**src/rtl/sum_pkg.sv**
```systemverilog
// sum_pkg: shared feeder state encoding and data width for the feeder and accumulator
package sum_pkg;
    localparam int DEF_DATA_W = 8;
    typedef enum logic [1:0] {
        IDLE   = 2'd0,
        STREAM = 2'd1,
        DONE   = 2'd2
    } feeder_state_t;
endpackage

```
**src/rtl/feeder_buf.sv**
```systemverilog
// feeder_buf: register array with one write port and a combinational read port, no reset
module feeder_buf import sum_pkg::*; #(
    parameter int DATA_W = DEF_DATA_W,
    parameter int DEPTH  = 16,
    parameter int AW     = $clog2(DEPTH)
) (
    input  logic              clk,
    input  logic              we,
    input  logic [AW-1:0]     waddr,
    input  logic [DATA_W-1:0] wdata,
    input  logic [AW-1:0]     raddr,
    output logic [DATA_W-1:0] rdata
);
    logic [DATA_W-1:0] mem [DEPTH];

    always_ff @(posedge clk)
        if (we) mem[waddr] <= wdata;

    assign rdata = mem[raddr];
endmodule

```
**src/rtl/sum_feeder.sv**
```systemverilog
// sum_feeder: buffers host words and streams the first n of them over valid/ready with a running checksum
module sum_feeder import sum_pkg::*; #(
    parameter int DATA_W = DEF_DATA_W,
    parameter int DEPTH  = 16,
    parameter int CNT_W  = $clog2(DEPTH) + 1
) (
    input  logic              clk_i,
    input  logic              rst_ni,
    input  logic              clr_i,
    input  logic              wr_en_i,
    input  logic [DATA_W-1:0] wr_data_i,
    input  logic              start_i,
    input  logic [7:0]        n_i,
    output logic [DATA_W-1:0] data_o,
    output logic              valid_o,
    input  logic              ready_i,
    output logic              busy_o,
    output logic              done_o,
    output logic              err_o,
    output logic              full_o,
    output logic [DATA_W-1:0] chk_o
);
    localparam int AW = $clog2(DEPTH);
    localparam int CW = (CNT_W > 8) ? CNT_W : 8;

    feeder_state_t     state;
    logic [CNT_W-1:0]  fill, sent;
    logic [AW-1:0]     rd_ptr;
    logic [7:0]        n;
    logic [DATA_W-1:0] rdata;
    logic              we, xfer, last;

    assign full_o = fill == CNT_W'(DEPTH);
    assign we     = state == IDLE && !start_i && !clr_i && wr_en_i && !full_o;
    assign xfer   = valid_o && ready_i;
    assign last   = CW'(sent) + CW'(1) == CW'(n);
    assign data_o = valid_o ? rdata : '0;

    feeder_buf #(.DATA_W(DATA_W), .DEPTH(DEPTH), .AW(AW)) u_buf (
        .clk   (clk_i),
        .we    (we),
        .waddr (fill[AW-1:0]),
        .wdata (wr_data_i),
        .raddr (rd_ptr),
        .rdata (rdata)
    );

    always_ff @(posedge clk_i or negedge rst_ni) begin
        if (!rst_ni) begin
            state   <= IDLE;
            fill    <= '0;
            sent    <= '0;
            rd_ptr  <= '0;
            n       <= '0;
            chk_o   <= '0;
            valid_o <= 1'b0;
            busy_o  <= 1'b0;
            done_o  <= 1'b0;
            err_o   <= 1'b0;
        end else begin
            done_o <= 1'b0;
            err_o  <= 1'b0;
            case (state)
                IDLE: begin
                    if (start_i) begin
                        if (n_i == 8'd0) begin
                            state  <= DONE;
                            chk_o  <= '0;
                            done_o <= 1'b1;
                        end else if (CW'(n_i) > CW'(fill)) begin
                            err_o <= 1'b1;
                        end else begin
                            n       <= n_i;
                            rd_ptr  <= '0;
                            sent    <= '0;
                            chk_o   <= '0;
                            valid_o <= 1'b1;
                            busy_o  <= 1'b1;
                            state   <= STREAM;
                        end
                    end else if (clr_i) begin
                        fill <= '0;
                    end else if (we) begin
                        fill <= fill + CNT_W'(1);
                    end
                end
                STREAM: begin
                    if (xfer) begin
                        chk_o  <= chk_o + rdata;
                        rd_ptr <= rd_ptr + AW'(1);
                        sent   <= sent + CNT_W'(1);
                        if (last) begin
                            state   <= DONE;
                            valid_o <= 1'b0;
                            busy_o  <= 1'b0;
                            done_o  <= 1'b1;
                        end
                    end
                end
                default: state <= IDLE;
            endcase
        end
    end
endmodule

```
**config.mk**
```make
export PLATFORM = sky130hd
export DESIGN_NAME = sum_feeder
export DESIGN_NICKNAME = d
export VERILOG_FILES = /design/src/rtl/sum_pkg.sv /design/src/rtl/feeder_buf.sv /design/src/rtl/sum_feeder.sv
export SDC_FILE = /design/constraint.sdc
export NUM_CORES = 1
export LEC_CHECK = 0
export BUFFER_PORTS_ARGS = -buffer_cell sky130_fd_sc_hd__buf_2
export CAP_MARGIN = 20
export CORE_UTILIZATION = 30
export DETAILED_ROUTE_END_ITERATION = 8
export GPL_TIMING_DRIVEN = 0
export SKIP_CTS_REPAIR_TIMING = 1
export SYNTH_ARGS = -nofsm -noshare
export SYNTH_HDL_FRONTEND = slang
export SYNTH_SLANG_ARGS = --single-unit
```
**constraint.sdc**
```tcl
create_clock -name clk_i -period 4.5 [get_ports clk_i]
set_input_delay 0.675 -clock clk_i [delete_from_list [all_inputs] [get_ports clk_i]]
set_output_delay 0.675 -clock clk_i [all_outputs]
set_load 0.01 [all_outputs]
```
==> out/metrics.cfg <==
[outcome]
status=complete, no violations

[setup_path]
path_cells=buf_4, buf_1, mux4_2, a22oi_1, nand2_1, ha_1, a21o_1, a211oi_1, o21ai_0, o211ai_1, xor2_1, nor3_1, a211o_1
cp.arrival_ns=4.03
endpoint_kind=flip-flop
reg2regPathDepth=13
critPathRequiredTime_ns=4.82
cp-start-kind=flip-flop
cp_max_fo=10
worstSetupPathType=reg2reg
slowest_delay_ns=0.65
cp_slowest_cell=buf_1

[global_route]
met1_usage=0.169
grt_usage=0.136
grt-busiest-layer=met2
grt_use_met3=0.0316
overflow=0
grt_pass1_wl_um=24500
grt_max_degree=36
gr-usage-met2=0.228
antenna_found_initial=0
grt_pass1_vias=4396

[synthesis]
synth.ff_latch_count=163
synthesis.area_um2=7140
synth.area.top_cells=edfxtp_1, dfrtp_1, mux4_2, mux2i_1, ha_1
synthFlopType=edfxtp_1
synth_nets=515
synth_top_area_share=0.538
syn_inst=474
yosysTopAreaCell=edfxtp_1
ys_warn_count=0
synthArstFlopShare=0.215
synth_edf_count=128
ys_seq_area_frac=0.661
synthDistinctLibCells=50
avgSynthCellArea_um2=15.1

[clock_network]
cts-htree-levels=4
cts.clk_slew.worst_paths_ns=0.07
clock_sinks=163
clk_latency_ns=0.42
cts_buffers=17
root_buffer=clkbuf_16
cts_buffer_depth=2
cts_tree=done

[sta]
drv_slew=0
fin_crit_sh=0.826
period_minus_slack_ns=3.72
fin_ws_ns=0.785
finalSetupTns_ns=0
tightest_slew_ns=0.982
setup_violations=0
rsz0062_at_grt=false
fin_skew_ns=0.00955
fmax_mhz=269
max_slew_margin=0.343
finalHoldViolCount=0

[power_and_ir_drop]
p_int_uw=2980
leakagePower_uw=0.00303
comb_power_share=0.233
p_clk_frac=0.346
swShare=0.298
p_per_area_nw_per_um2=505
ir_worst_vdd_mv=0.289
switchingPower_uw=1260
seq_power_share=0.420

[route]
drtAntennaViolNets=0
drt-vias-per-instance=4.91
wl_per_cell_um=18.0
drcViolationCount=0
first_pass_iters=5
wl_um=15700
via_count=4280
first_iter_violations=314

[placement]
pre_cts_ws_ns=0.796
gp_congestion=0.809
portBuffers=42
post_dp_cell_area_um2=7770
hpwl_um=11200

[finish]
fin_nets=580
area_delta_synth_final_pct=17.5
final_cell_area_um2=8390
diodes=0
drive_gt1_frac=0.217

[floorplanning]
die_y_um=156
rows=56
ioPinCount=43
die_area_um2=24400
fp.dieW_um=156
core_um2=23400
start_util=0.305

[worst_hold_path]
hold_path.class=in2async

[run]
cap_violations=0

==> per-layer routing <==
metal  wire [um]  share of wire
met2        7660           0.49
met5           0              0
met1        6840           0.44
met4         246          0.016
met3         912          0.058
==> power groups by stage <==
| stage | Sequential [uW] | Combinational [uW] | Clock, uW |
|---|---|---|---|
| detailed placement | 1810 | 996 | 0 |
| global route | 1800 | 1090 | 1550 |
| finish | 1780 | 989 | 1470 |
| CTS | 1780 | 1000 | 1490 |
| global placement | 1810 | 974 | 0 |
| floorplan | 1810 | 703 | 0 |
==> cell usage in the layout (no fill, tap or decap), types with 2 or more instances in the layout <==
cell,Yosys,final
a21o_1,3,3
a21oi_1,11,11
a221oi_1,14,14
a221oi_2,2,2
a22o_1,6,6
a22oi_1,8,8
and2_1,14,14
and3_1,2,2
buf_1,3,3
buf_2,7,53
buf_4,5,5
buf_6,2,2
clkbuf_1,6,6
clkbuf_16,0,17
clkinv_4,0,3
clkinv_8,0,5
dfrtp_1,35,35
edfxtp_1,128,128
ha_1,18,18
inv_1,10,10
inv_8,0,4
mux2_2,6,6
mux2i_1,34,34
mux4_2,16,16
nand2_1,28,28
nand2b_1,2,2
nand3_1,6,6
nand3b_1,2,2
nand4_1,2,2
nor2_1,24,24
nor2b_1,4,4
nor3_1,12,12
nor4_1,2,2
o21ai_0,22,22
o21bai_1,2,2
o22ai_1,2,2
or3_1,5,5
or4_1,3,3
xnor2_1,10,10
xor2_1,4,4
==> Yosys cell counts (all sizes together), types with 2 or more instances <==
| cell | n |
|---|---|
| buf | 17 |
| mux2 | 6 |
| ha | 18 |
| and3 | 2 |
| o22ai | 2 |
| a22oi | 8 |
| a221oi | 16 |
| nand2 | 28 |
| xnor2 | 10 |
| nor3 | 12 |
| mux4 | 16 |
| mux2i | 34 |
| or4 | 3 |
| o31ai | 2 |
| o21ai | 22 |
| nand3 | 6 |
| or3 | 5 |
| nand2b | 2 |
| a22o | 6 |
| nor2 | 24 |
| xor2 | 4 |
| o21bai | 2 |
| inv | 10 |
| and2 | 14 |
| nand3b | 2 |
| dfrtp | 35 |
| nor2b | 4 |
| nand4 | 2 |
| clkbuf | 7 |
| edfxtp | 128 |
| a21o | 3 |
| a21oi | 11 |
| nor4 | 2 |
==> registers in the layout (all words and copies together) (netlist names) <==
signal	flops
err_o	1
done_o	1
state	2
rd_ptr	4
n	8
sent	5
busy_o	1
u_buf.mem	128
chk_o	8
fill	5
==> kinds of logic after synthesis <==
family	count (synthesis)	synth area share
xor+xnor	14	0.0172
compound gates	79	0.0785
simple gates	109	0.0771
fa+ha+maj	19	0.0344
buf+inv	34	0.0240
mux	56	0.108
flops	163	0.661
==> layout make-up <==
class / count / area [um^2]
clock buffer: 17 / 425
fill: 2253 / 15000
inverter: 10 / 37.5
buffer: 24 / 134
timing repair buffer: 46 / 230
sequential: 163 / 4720
multi-input combinational: 277 / 2250
clock inverter: 15 / 196
tap: 319 / 399
==> per-stage QoR <==
step / hold slack (ns) / cells / total power, uW / utilization
floorplan: 0.379 / 474 / 2510 / -
global placement: 0.474 / 835 / 2780 / 0.331
detailed placement: 0.492 / 839 / 2810 / 0.332
CTS: 0.357 / 871 / 4270 / 0.358
global route: 0.392 / 871 / 4440 / 0.358
finish: 0.335 / 871 / 4240 / 0.358
==> final timing paths <==
path | end | start | slack [ns]
worst max-delay path | chk_o[7] | rd_ptr[1] | 0.78
worst min-delay path | n[5] | rst_ni | 0.33
worst max register to register | chk_o[7] | rd_ptr[1] | 0.78
worst min register to register | n[6] | n[6] | 0.51
max in group asynchronous | state[0] | rst_ni | 3.66
min in group clk_i | n[6] | n[6] | 0.51
==> worst max-delay path, delay by kind of cell, from the launching register on <==
family	cells	cell delay, ns
xor gates and xnor gates	1	0.19
buffers and inverters	2	0.87
DFF	1	0.35
AOI/OAI and AO/OA	6	1.20
and+or+nand+nor	2	0.23
muxes	1	0.45
adders and majority gates	1	0.30
Power figures use the tool's default switching activity.
